**src/rtl/ai_paddle_ctrl.sv**
```systemverilog
// Computer-player paddle controller: tracks a reaction-delayed ball Y with per-difficulty
// speed and a hysteresis deadband; difficulty 0 mirrors the human up/down buttons.
module ai_paddle_ctrl #(
  parameter int Y_W       = 10,
  parameter int SCREEN_H  = 480,
  parameter int PADDLE_H  = 64,
  parameter int DEADBAND  = 8,
  parameter int DLY_DEPTH = 16,
  parameter int DLY_L1    = 12,
  parameter int DLY_L2    = 6,
  parameter int DLY_L3    = 2,
  parameter int TICKS_M   = 50000,
  parameter int TICKS_L1  = 400000,
  parameter int TICKS_L2  = 200000,
  parameter int TICKS_L3  = 100000,
  parameter int TICK_W    = 20
) (
  input  logic           clk,
  input  logic           reset,
  input  logic           game_on,
  input  logic           wrap_mode,
  input  logic [1:0]     diff,
  input  logic           human_up,
  input  logic           human_down,
  input  logic           ball_valid,
  input  logic [Y_W-1:0] ball_y,
  output logic [Y_W-1:0] position,
  output logic           moving_up,
  output logic           moving_down
);

  localparam int SEL_W = (DLY_DEPTH > 1) ? $clog2(DLY_DEPTH) : 1;

  localparam logic [Y_W-1:0] MID_Y = Y_W'(SCREEN_H / 2);
  localparam logic [Y_W-1:0] LO_Y  = Y_W'(PADDLE_H / 2);
  localparam logic [Y_W-1:0] HI_Y  = Y_W'(SCREEN_H - 1 - PADDLE_H / 2);
  localparam logic [Y_W-1:0] TOP_Y = Y_W'(SCREEN_H - 1);

  localparam logic signed [Y_W:0]   DB_E  = (Y_W + 1)'(DEADBAND);
  localparam logic signed [Y_W+1:0] ONE_E = (Y_W + 2)'(1);
  localparam logic signed [Y_W+1:0] LO_E  = (Y_W + 2)'(PADDLE_H / 2);
  localparam logic signed [Y_W+1:0] HI_E  = (Y_W + 2)'(SCREEN_H - 1 - PADDLE_H / 2);
  localparam logic signed [Y_W+1:0] TOP_E = (Y_W + 2)'(SCREEN_H - 1);

  typedef enum logic [1:0] {
    IDLE,
    MIRROR,
    TRACK,
    HOLD
  } state_t;

  state_t state, state_next;

  logic [Y_W-1:0]    taps [DLY_DEPTH];
  logic [Y_W-1:0]    target;
  logic [SEL_W-1:0]  tap_sel;
  logic [TICK_W-1:0] tick, tick_max;
  logic [1:0]        diff_q;

  logic signed [Y_W:0]   err, abs_err;
  logic signed [Y_W+1:0] cand;
  logic [Y_W-1:0]        pos_next;
  logic cmd_up, cmd_down, tick_clear, do_step;

  // Ball history: tap 0 holds the newest sample, tap k the sample k strobes old.
  always_ff @(posedge clk) begin
    if (reset) begin
      // NOTE: the delay line is reset element by element so the paddle stays centred
      // until real ball samples have propagated down to the selected tap.
      for (int k = 0; k < DLY_DEPTH; k++) taps[k] <= MID_Y;
    end else if (ball_valid) begin
      taps[0] <= ball_y;
      for (int k = 1; k < DLY_DEPTH; k++) taps[k] <= taps[k-1];
    end
  end

  always_comb begin
    // NOTE: every combinational output gets a default first so no path leaves it unassigned,
    // which would otherwise infer a latch.
    tap_sel  = '0;
    tick_max = TICK_W'(TICKS_M - 1);
    case (diff)
      2'd1: begin tap_sel = SEL_W'(DLY_L1); tick_max = TICK_W'(TICKS_L1 - 1); end
      2'd2: begin tap_sel = SEL_W'(DLY_L2); tick_max = TICK_W'(TICKS_L2 - 1); end
      2'd3: begin tap_sel = SEL_W'(DLY_L3); tick_max = TICK_W'(TICKS_L3 - 1); end
      default: ;
    endcase
  end

  assign err     = $signed({1'b0, target}) - $signed({1'b0, position});
  assign abs_err = err[Y_W] ? -err : err;

  always_comb begin
    state_next = state;
    cmd_up     = 1'b0;
    cmd_down   = 1'b0;
    case (state)
      IDLE: begin
        if (game_on) state_next = (diff == 2'd0) ? MIRROR : TRACK;
      end
      MIRROR: begin
        if (diff != 2'd0) begin
          state_next = TRACK;
        end else begin
          cmd_up   = human_up & ~human_down;
          cmd_down = human_down & ~human_up;
        end
      end
      TRACK: begin
        if (diff == 2'd0) begin
          state_next = MIRROR;
        end else if (err == '0) begin
          state_next = HOLD;
        end else begin
          cmd_up   = err[Y_W];
          cmd_down = ~err[Y_W];
        end
      end
      HOLD: begin
        if (diff == 2'd0)        state_next = MIRROR;
        else if (abs_err > DB_E) state_next = TRACK;
      end
      default: state_next = IDLE;
    endcase
    if (!game_on) begin
      state_next = IDLE;
      cmd_up     = 1'b0;
      cmd_down   = 1'b0;
    end
  end

  // The speed divider restarts whenever the motion request changes in any way.
  assign tick_clear = ~(cmd_up | cmd_down)
                    | (cmd_up & moving_down) | (cmd_down & moving_up)
                    | (diff != diff_q) | ~game_on;
  assign do_step    = ~tick_clear & (tick == tick_max);

  always_comb begin
    cand     = cmd_up ? $signed({2'b00, position}) - ONE_E
                      : $signed({2'b00, position}) + ONE_E;
    pos_next = position;
    if (do_step) begin
      if (wrap_mode) begin
        if (cand < 0)          pos_next = TOP_Y;
        else if (cand > TOP_E) pos_next = '0;
        else                   pos_next = cand[Y_W-1:0];
      end else begin
        if (cand < LO_E)       pos_next = LO_Y;
        else if (cand > HI_E)  pos_next = HI_Y;
        else                   pos_next = cand[Y_W-1:0];
      end
    end
  end

  always_ff @(posedge clk) begin
    if (reset) begin
      state       <= IDLE;
      target      <= MID_Y;
      position    <= MID_Y;
      tick        <= '0;
      diff_q      <= 2'd0;
      moving_up   <= 1'b0;
      moving_down <= 1'b0;
    end else begin
      state       <= state_next;
      target      <= taps[tap_sel];
      position    <= pos_next;
      diff_q      <= diff;
      moving_up   <= cmd_up;
      moving_down <= cmd_down;
      if (tick_clear || tick == tick_max) tick <= '0;
      else                                tick <= tick + 1'b1;
    end
  end

endmodule
```
**config.mk**
```make
export PLATFORM = sky130hd
export DESIGN_NAME = ai_paddle_ctrl
export DESIGN_NICKNAME = d
export VERILOG_FILES = /design/src/rtl/ai_paddle_ctrl.sv
export SDC_FILE = /design/constraint.sdc
export NUM_CORES = 1
export LEC_CHECK = 0
export CAP_MARGIN = 15
export CORE_UTILIZATION = 30
export DETAILED_ROUTE_END_ITERATION = 12
export PLACE_DENSITY = 0.45
export SLEW_MARGIN = 20
export SYNTH_ARGS = -nofsm -noshare
export SYNTH_HDL_FRONTEND = slang
export SYNTH_SLANG_ARGS = --single-unit
```
**constraint.sdc**
```tcl
create_clock -name clk -period 6.1 [get_ports clk]
set_input_delay 1.22 -clock clk [delete_from_list [all_inputs] [get_ports clk]]
set_output_delay 1.22 -clock clk [all_outputs]
set_load 0.02 [all_outputs]
```
==> reports/results.ini <==
[finish]
nFillCells=3225
final_area_sq_um=11200
drive_gt1_share_pct=11.7
nets=893
diodes=0
areaGrowthSynthToFinish_pct=13.8

[critical_path]
path_class=in -> reg
critPathRequiredTime_ns=6.41
worstSetupEndpointType=flip-flop
cp-endpoint=position[3]
timing.rr.end=position[3]
reg2regPathDepth=12
arrival_ns=4.93
cp-start-kind=primary input
startpoint=diff[0]
r2r-start=position[0]
ff2ff_setup_slack_ns=1.77
worstPathMaxFanout=8

[global_route]
grt_max_degree=151
grt_pass1_wl_mm=32.5
grt_pass1_vias=5866
track_usage_pct=12.4
antenna_found_initial=0
gr-total-overflow=0

[sta]
fin_crit_sh_pct=75.7
hold_viol=0
tns_ns=0
maxSlewHeadroom_pct=41.1
clock_skew_ns=0.0212
setup_viol=0
grt_setup_unrepaired=no
tightest_slew_ns=0.883
hold_slack_ns=0.460
final_max_slew_viol_count=0
min_period_ns=4.62
max_freq_mhz=217

[pwr]
clkPwrFrac_pct=37.7
p_leak_uw=0.00384
p_seq_share_pct=49.3
netSwitchingFraction_pct=27.8
switchingPower_uw=858
max-vdd-ir-drop_mv=0.274
pwr-share-comb_pct=13.0
p_per_area_nw_per_um2=276
power.internal_uw=2230

[logic_synthesis]
synth_nets=877
ys_seq_area_share_pct=55.2
syn_area_sq_um=9830
ys.flop_type=edfxtp_1
synth-seq-cells=196
synth_top_area_cell=edfxtp_1
ys_top_cells_by_area=edfxtp_1 46%, dfxtp_1 9.4%, mux4_2 4.6%, and2_1 3.9%, nand2b_1 3.0%
ys_types=82
yosysTopAreaCellShare_pct=45.8
syn_area_per_cell_sq_um=11.8
yosysWarnings=0
synth_edf_count=150
async_flop_share_pct=0
syn_inst=835

[floorplanning]
die_area_sq_um=33500
floorplan.rows=65
coreArea_sq_um=31900
start_util_pct=30.8
die_height_microns=183
die_w_microns=183
ioPinCount=31

[clocking]
root_buffer=clkbuf_16
postCtsSetupBuffers=0
cts_tree=built
cts_buffers=17
hold_buffers=0
cts_resized=0
clk_pin_slew_ns=0.08
cts_max_level=4
clkSinkCount=196
clockBufferDepth=2
clock_latency_ns=0.44

[place]
gp_congestion=0.869
dpl.hpwl_mm=13.0
placed_cell_area_sq_um=10600
port_buffers=30

[run_status]
status=completed

[routing]
drt_wl_total_mm=20.3
drc=0
postRouteAntennaNets=0
top_layer_used=met4
wl_met1_mm=10.7
routed-wl-met3_microns=581
wire_per_inst_microns=15.6
vias_per_cell=4.81
drtIter0Drc=310
wl_met2_mm=8.81
vias=6244
drtPass1Iterations=5

[hold_path]
hold_path.class=reg -> reg
min_from=tick[0]

[flow_run]
drv_cap=0

power by group through the flow:
| stage | registers, uW | clock network [uW] | logic (uW) |
|---|---|---|---|
| global route | 1530 | 1250 | 446 |
| finish | 1520 | 1160 | 402 |
| detailed placement | 1550 | 0 | 406 |
| CTS | 1520 | 1200 | 407 |
| floorplan | 1540 | 0 | 307 |
| global placement | 1550 | 0 | 404 |
worst min path at each step:
stage	endpoint	slack (ns)	depth (start not counted)
2_1_floorplan	tick[0]	0.43	1
3_3_place_gp	tick[0]	0.44	1
3_5_place_dp	tick[0]	0.45	1
4_1_cts	tick[0]	0.46	1
5_1_grt	tick[0]	0.50	1
6_report	tick[0]	0.46	1
Yosys cell counts, types with 5 or more instances:
library cell and count:
a211o_1 7, a21oi_1 19, or3_1 7, a31oi_1 6, nor3b_1 5, nor3_1 14, nor2b_1 39, xor2_1 16
nand2_1 35, dfxtp_1 46, or2_2 23, edfxtp_1 150, inv_1 23, nor2_1 68, o22ai_1 5, a21o_1 8
and3_1 12, o21ai_0 18, mux2i_1 11, mux4_2 20, xnor2_1 19, ha_1 22, and2_1 61, nand3_1 21
clkbuf_1 30, nand2b_1 47, nand4_1 7
final cells by class:
type	instances	area, sq um	share of cell area (%)
inverters	23	86.3	0.772
clock buffers	17	425	3.80
repair buffers	35	353	3.15
well taps	435	544	4.87
multi-input cells	578	4160	37.2
clock inverters	15	190	1.70
flip-flops and latches	196	5430	48.5
kinds of logic after synthesis:
group | count (synthesis) | share of synthesized area [%]
buf+inv | 61 | 2.56
simple gates | 369 | 21.3
compound gates | 119 | 8.95
mux | 32 | 5.82
fa+ha+maj | 23 | 3.00
xor+xnor | 35 | 3.12
flops | 196 | 55.2
stage by stage:
stage	setup WS, ns	power [uW]	util, %	instances
3_3_place_gp	1.17	1950	33.2	1267
6_report	1.48	3090	35.1	1299
3_5_place_dp	1.07	1960	33.2	1267
4_1_cts	1.53	3130	35.1	1299
2_1_floorplan	0.773	1850	-	835
5_1_grt	1.28	3220	35.1	1299
critical path, stage by stage:
cell and delay, ns:
clkdlybuf4s50_1 0.54, inv_1 0.11, ha_1 0.29, nand4bb_1 0.34, a311oi_1 0.26, a21boi_2 0.39, nor4_1 0.12, nor3_2 0.45
nand4_1 0.16, o211a_1 0.33, and3b_2 0.23, or4_1 0.48
metal layers:
metal / global-route usage [%] / up-vias
met5: 0 / -
met4: 3.57 / 0
met3: 2.26 / 14
met2: 18.3 / 94
met1: 18.4 / 3065
li1: - / 3071
layout by cell type, fill, tap and decap left out, types with 5 or more instances in the layout:
cell type        count
a21o_1               8
nand4_1              7
nor3b_1              5
a21oi_1             19
clkbuf_16           17
nand2b_1            47
or3_1                7
clkdlybuf4s50_1     28
xor2_1              16
nor2b_1             38
dfxtp_1             46
and3_1              12
inv_1               23
edfxtp_1           150
nor3_1              14
mux2i_1             11
ha_1                22
o22ai_1              5
xnor2_1             19
nand2_1             35
or2_2               22
a211o_1              7
mux4_2              20
and2_1              61
nand3_1             21
nor2_1              68
o21ai_0             18
a31oi_1              6
state kept, by name (all words and copies together) (netlist names):
| register | cells |
|---|---|
| moving_up | 1 |
| taps | 150 |
| state | 2 |
| diff_q | 2 |
| moving_down | 1 |
| position | 10 |
| target | 10 |
| tick | 20 |
(Power assumes the default switching activity.)
